[config.mk]
export PLATFORM = sky130hd
export DESIGN_NAME = biu408
export DESIGN_NICKNAME = d
export VERILOG_FILES = /design/src/rtl/iop408_pkg.sv /design/src/rtl/biu408.sv
export SDC_FILE = /design/constraint.sdc
export NUM_CORES = 1
export LEC_CHECK = 0
export ABC_AREA = 0
export CAP_MARGIN = 10
export CORE_ASPECT_RATIO = 1.4
export CORE_MARGIN = 10
export CORE_UTILIZATION = 45
export DETAILED_ROUTE_END_ITERATION = 16
export GPL_ROUTABILITY_DRIVEN = 0
export PLACE_DENSITY_LB_ADDON = 0.1
export SYNTH_ARGS = -nofsm -noshare
export SYNTH_HDL_FRONTEND = slang
export SYNTH_SLANG_ARGS = --single-unit
[constraint.sdc]
create_clock -name clk -period 3.6 [get_ports clk]
set_clock_uncertainty 0.2 [all_clocks]
set_input_delay 0.54 -clock clk [delete_from_list [all_inputs] [get_ports clk]]
set_output_delay 0.54 -clock clk [all_outputs]
set_load 0.01 [all_outputs]
[src/rtl/iop408_pkg.sv]
//------------------------------------------------------------------------------
// Module : iop408_pkg
// Brief  : Shared types and constants for the IOP408 bus interface unit.
// Rev    : 1.0
//------------------------------------------------------------------------------
`default_nettype none

package iop408_pkg;

  typedef enum logic [1:0] {
    IDLE     = 2'd0,
    SRAM_ACC = 2'd1,
    EXT_REQ  = 2'd2,
    DONE     = 2'd3
  } state_e;

  typedef enum logic {
    TGT_SRAM = 1'b0,
    TGT_EXT  = 1'b1
  } target_e;

  localparam logic [7:0] BUS_ERR_DATA = 8'hFF;

endpackage : iop408_pkg

`default_nettype wire

[src/rtl/biu408.sv]
//------------------------------------------------------------------------------
// Module : biu408
// Brief  : Latches one CPU byte request, routes it to local SRAM or the
//          external bus, and returns data with a one-cycle rdy strobe.
// Rev    : 1.0
//------------------------------------------------------------------------------
`default_nettype none

module biu408
  import iop408_pkg::*;
#(
  parameter int SRAM_AW = 12,
  parameter int TIMEOUT = 255,
  parameter int TO_W    = 8
) (
  input  logic               clk,
  input  logic               rst,
  input  logic [15:0]        addr,
  input  logic [7:0]         wdata,
  input  logic               read,
  input  logic               write,
  output logic [7:0]         rdata,
  output logic               rdy,
  output logic               sram_en,
  output logic               sram_we,
  output logic [SRAM_AW-1:0] sram_addr,
  output logic [7:0]         sram_wdata,
  input  logic [7:0]         sram_rdata,
  output logic               ext_req,
  output logic               ext_we,
  output logic [15:0]        ext_addr,
  output logic [7:0]         ext_wdata,
  input  logic               ext_ack,
  input  logic [7:0]         ext_rdata,
  output logic               bus_err,
  input  logic               err_clr
);

  localparam logic [TO_W-1:0] TO_LAST = TO_W'(TIMEOUT - 1);

  state_e          state_q, state_d;
  target_e         tgt_q, tgt_d;
  logic            we_q, we_d;
  logic [15:0]     addr_q, addr_d;
  logic [7:0]      wdata_q, wdata_d;
  logic [TO_W-1:0] cnt_q, cnt_d;
  logic [7:0]      rdata_q, rdata_d;
  logic            bus_err_q, bus_err_d;
  logic            sram_rd_done;

  always_ff @(posedge clk) begin
    if (rst) begin
      state_q   <= IDLE;
      tgt_q     <= TGT_SRAM;
      we_q      <= 1'b0;
      addr_q    <= '0;
      wdata_q   <= '0;
      cnt_q     <= '0;
      rdata_q   <= '0;
      bus_err_q <= 1'b0;
    end else begin
      state_q   <= state_d;
      tgt_q     <= tgt_d;
      we_q      <= we_d;
      addr_q    <= addr_d;
      wdata_q   <= wdata_d;
      cnt_q     <= cnt_d;
      rdata_q   <= rdata_d;
      bus_err_q <= bus_err_d;
    end
  end

  always_comb begin
    state_d   = state_q;
    tgt_d     = tgt_q;
    we_d      = we_q;
    addr_d    = addr_q;
    wdata_d   = wdata_q;
    cnt_d     = cnt_q;
    rdata_d   = rdata_q;
    // A timeout in the same cycle overrides the clear below.
    bus_err_d = err_clr ? 1'b0 : bus_err_q;

    case (state_q)
      IDLE: begin
        if (read || write) begin
          addr_d  = addr;
          wdata_d = wdata;
          we_d    = write;
          tgt_d   = ((addr >> SRAM_AW) == 16'd0) ? TGT_SRAM : TGT_EXT;
          cnt_d   = '0;
          state_d = (tgt_d == TGT_SRAM) ? SRAM_ACC : EXT_REQ;
        end
      end
      SRAM_ACC: state_d = DONE;
      EXT_REQ: begin
        cnt_d = cnt_q + TO_W'(1);
        if (ext_ack) begin
          if (!we_q) rdata_d = ext_rdata;
          state_d = DONE;
        end else if (cnt_q == TO_LAST) begin
          if (!we_q) rdata_d = BUS_ERR_DATA;
          bus_err_d = 1'b1;
          state_d   = DONE;
        end
      end
      DONE: begin
        if (sram_rd_done) rdata_d = sram_rdata;
        state_d = IDLE;
      end
      default: state_d = IDLE;
    endcase
  end

  // SRAM data arrives during DONE, so it is bypassed straight to the CPU.
  assign sram_rd_done = (state_q == DONE) && (tgt_q == TGT_SRAM) && !we_q;
  assign rdata        = sram_rd_done ? sram_rdata : rdata_q;
  assign rdy          = (state_q == DONE);
  assign bus_err      = bus_err_q;

  assign sram_en    = (state_q == SRAM_ACC);
  assign sram_we    = sram_en && we_q;
  assign sram_addr  = sram_en ? addr_q[SRAM_AW-1:0] : '0;
  assign sram_wdata = sram_en ? wdata_q : 8'h00;

  assign ext_req   = (state_q == EXT_REQ);
  assign ext_we    = ext_req && we_q;
  assign ext_addr  = ext_req ? addr_q : 16'h0000;
  assign ext_wdata = ext_req ? wdata_q : 8'h00;

endmodule : biu408

`default_nettype wire

==> results.py <==
metrics = {
    "power": {
        "power.sequential.fraction_pct": 35.4,
        "static-leakage-power_nw": 1.34,
        "combPwrFrac_pct": 49.8,
        "swShare_pct": 37.8,
        "clkPwrFrac_pct": 14.9,
        "ir_worst_vdd_uv": 426,
        "power.internal_mw": 1.24,
        "power_density_nw_per_um2": 570,
        "switchingPower_mw": 0.750,
    },
    "drt": {
        "dr.pass1.iters": 4,
        "wl_per_cell_um": 14.6,
        "ant_nets": 0,
        "wl_um": 6510,
        "drc": 0,
        "num_vias": 2252,
        "drt-initial-drc-count": 117,
        "vias_per_cell": 5.05,
    },
    "logic_synthesis": {
        "seq_area_frac_synth_pct": 38.8,
        "yosysUniqueCellTypes": 35,
        "ys_top_cells_by_area": "dfxtp_1 39%, and2_1 12%, nand2_1 9.7%",
        "yosys_warnings": 0,
        "yosysTopAreaCell": "dfxtp_1",
        "async_flop_share_pct": 0,
        "synth_top_area_share_pct": 38.8,
        "synthTopCellsByCount": "60 x nand2_1, 46 x and2_1, 45 x dfxtp_1, 31 x a21oi_1, 14 x nor2_1",
        "avgSynthCellArea_um2": 8.21,
        "synthFlopType": "dfxtp_1",
        "syn_area_um2": 2320,
        "netlist_instances": 283,
        "yosysMostFrequentCell": "nand2_1",
        "synth_nets": 336,
        "ys_seq_elements": 45,
        "synth_edf_count": 0,
    },
    "floorplanning": {
        "core_um2": 4920,
        "rows": 30,
        "die_h_um": 105,
        "die_w_um": 80.7,
        "io_pins": 104,
        "dieArea_um2": 8480,
        "initial_core_util_pct": 47.2,
    },
    "grt": {
        "grt_pass1_vias": 2189,
        "track_usage_pct": 14.5,
        "antenna_found_initial": 0,
        "grt_pass1_wl_um": 10200,
        "grt_start_max_net_pins": 35,
        "grt_overflow": 0,
    },
    "timing": {
        "setup-tns-final_ps": 0,
        "rsz0062_at_grt": "no",
        "final.period_utilization_pct": 85.1,
        "period_needed_ps": 3060,
        "setup_violations": 0,
        "hold_viol": 0,
        "maxSlewHeadroom_pct": 39.9,
        "tightest_slew_ps": 901,
        "fmax_mhz": 326,
        "drv_slew": 0,
        "holdWs_ps": 258,
    },
    "setup_path": {
        "worstPathRequired_ps": 2860,
        "r2r_slack_ps": 970,
        "cp-startpoint": "state_q[0]$_SDFFE_PP0P_",
        "reg2reg_depth": 6,
        "endpoint_kind": "primary output",
        "rr_startpoint": "state_q[0]$_SDFFE_PP0P_",
        "r2r_end": "cnt_q[7]$_SDFFE_PP0P_",
        "path_max_fanout": 32,
        "cp-start-kind": "flop",
        "setup.worst_path.end": "ext_we",
        "critPathKind": "flop to primary output",
        "crit_arrival_ps": 2320,
    },
    "layout": {
        "final_util_pct": 70.9,
        "syn_to_final_growth_pct": 50.1,
        "fin_cells": 446,
        "design_area_um2": 3490,
        "diodes": 0,
        "layout-drive-gt1-share_pct": 7.07,
        "final_nets": 434,
    },
    "clock_network": {
        "clock_latency_ps": 290,
        "postCtsSetupRepairBufs": 0,
        "clk_path_buf_depth": 2,
        "numCtsBuffers": 5,
        "clk_pin_slew_worst_paths_ps": 80,
        "cts_num_sinks": 45,
        "cts_resized": 0,
        "tritoncts": "done",
        "htreeDepth": 2,
        "holdBufCountCts": 0,
        "cts-root-buf": "clkbuf_8",
    },
    "placed_design": {
        "port_buffers": 103,
        "place_area_um2": 3400,
        "dp_hpwl_um": 5070,
        "dp_cells": 438,
    },
    "outcome": {
        "outcome": "finished clean",
    },
    "flow_run": {
        "maxCapViolCount": 0,
    },
    "min_path": {
        "min_path_type": "flop to flop",
    },
}
## critical path: stages (launching register included)
cell and delay [ps]:
dfxtp_1 340, inv_1 110, ha_1 760, and2_1 260, clkdlybuf4s50_1 560
## stage by stage
stage	setup WS, ps	total power [mW]
final	536	1.99
after global routing	308	2.14
after CTS	459	2.01
after detailed placement	791	1.71
after global placement	887	1.68
after floorplan	1450	1.30
## registers in the layout, indices dropped and copies added, names as in the netlist
name	flops
wdata_q	8
bus_err	1
cnt_q	8
addr_q	16
we_q	1
tgt_q	1
rdata_q	8
state_q	2
## cell usage in the layout, fill, tap and decap left out, types with 2 or more instances in the layout
master,n
clkdlybuf4s50_1,103
nand2_1,60
and2_1,46
dfxtp_1,45
a21oi_1,31
nor2_1,14
mux2i_1,8
mux2_2,7
o221ai_1,7
ha_1,7
inv_1,5
xnor2_1,5
clkbuf_8,5
nand3_1,3
nor4b_1,3
buf_4,3
o21ai_2,2
nor2b_1,2
a211oi_1,2
a41o_1,2
a311oi_1,2
o21ai_0,2
clkinv_2,2
## how the worst min path moves through the flow
stage / from / to / cells after the start
finish: addr_q[15]$_SDFFE_PP0P_ / addr_q[15]$_SDFFE_PP0P_ / 2
global route: addr_q[15]$_SDFFE_PP0P_ / addr_q[15]$_SDFFE_PP0P_ / 2
CTS: addr_q[12]$_SDFFE_PP0P_ / addr_q[12]$_SDFFE_PP0P_ / 2
detailed placement: addr_q[12]$_SDFFE_PP0P_ / addr_q[12]$_SDFFE_PP0P_ / 2
global placement: addr_q[15]$_SDFFE_PP0P_ / addr_q[15]$_SDFFE_PP0P_ / 2
floorplan: addr_q[12]$_SDFFE_PP0P_ / addr_q[12]$_SDFFE_PP0P_ / 2
## final cells by class
cell class | instances | area, µm²
fill | 402 | 1430
multi-input combinational | 217 | 1350
timing repair buffer | 106 | 1050
sequential | 45 | 901
tap | 64 | 80.1
clock buffer | 6 | 72.6
inverter | 6 | 22.5
clock inverter | 2 | 10.0
## power groups by stage
stage	Clock, mW	Combinational, mW	Sequential [mW]
floorplan	0	0.608	0.691
global placement	0	0.973	0.708
detailed placement	0	0.997	0.715
CTS	0.304	1.00	0.704
global route	0.326	1.10	0.720
finish	0.295	0.988	0.702
## logic make-up (layout without fill, tap and decap cells)
kind of cell | Yosys count | after routing | share of synthesized area (%)
DFF | 45 | 45 | 38.8
AOI/OAI and AO/OA | 51 | 51 | 14.0
buffers and inverters | 21 | 120 | 3.50
muxes | 16 | 16 | 7.49
and+or+nand+nor | 138 | 138 | 30.6
adders and majority gates | 7 | 7 | 3.77
xor gates and xnor gates | 5 | 5 | 1.89
## per-layer routing
layer | GRT usage [%] | part of all wire, % | vias up
li1 | - | - | 1147
met1 | 15.7 | 41 | 1021
met2 | 24.8 | 48 | 78
met3 | 5.32 | 9.9 | 6
met4 | 4.84 | 1.1 | 0
met5 | 0 | 0 | -
No activity file was read; power rests on OpenSTA's default activity.
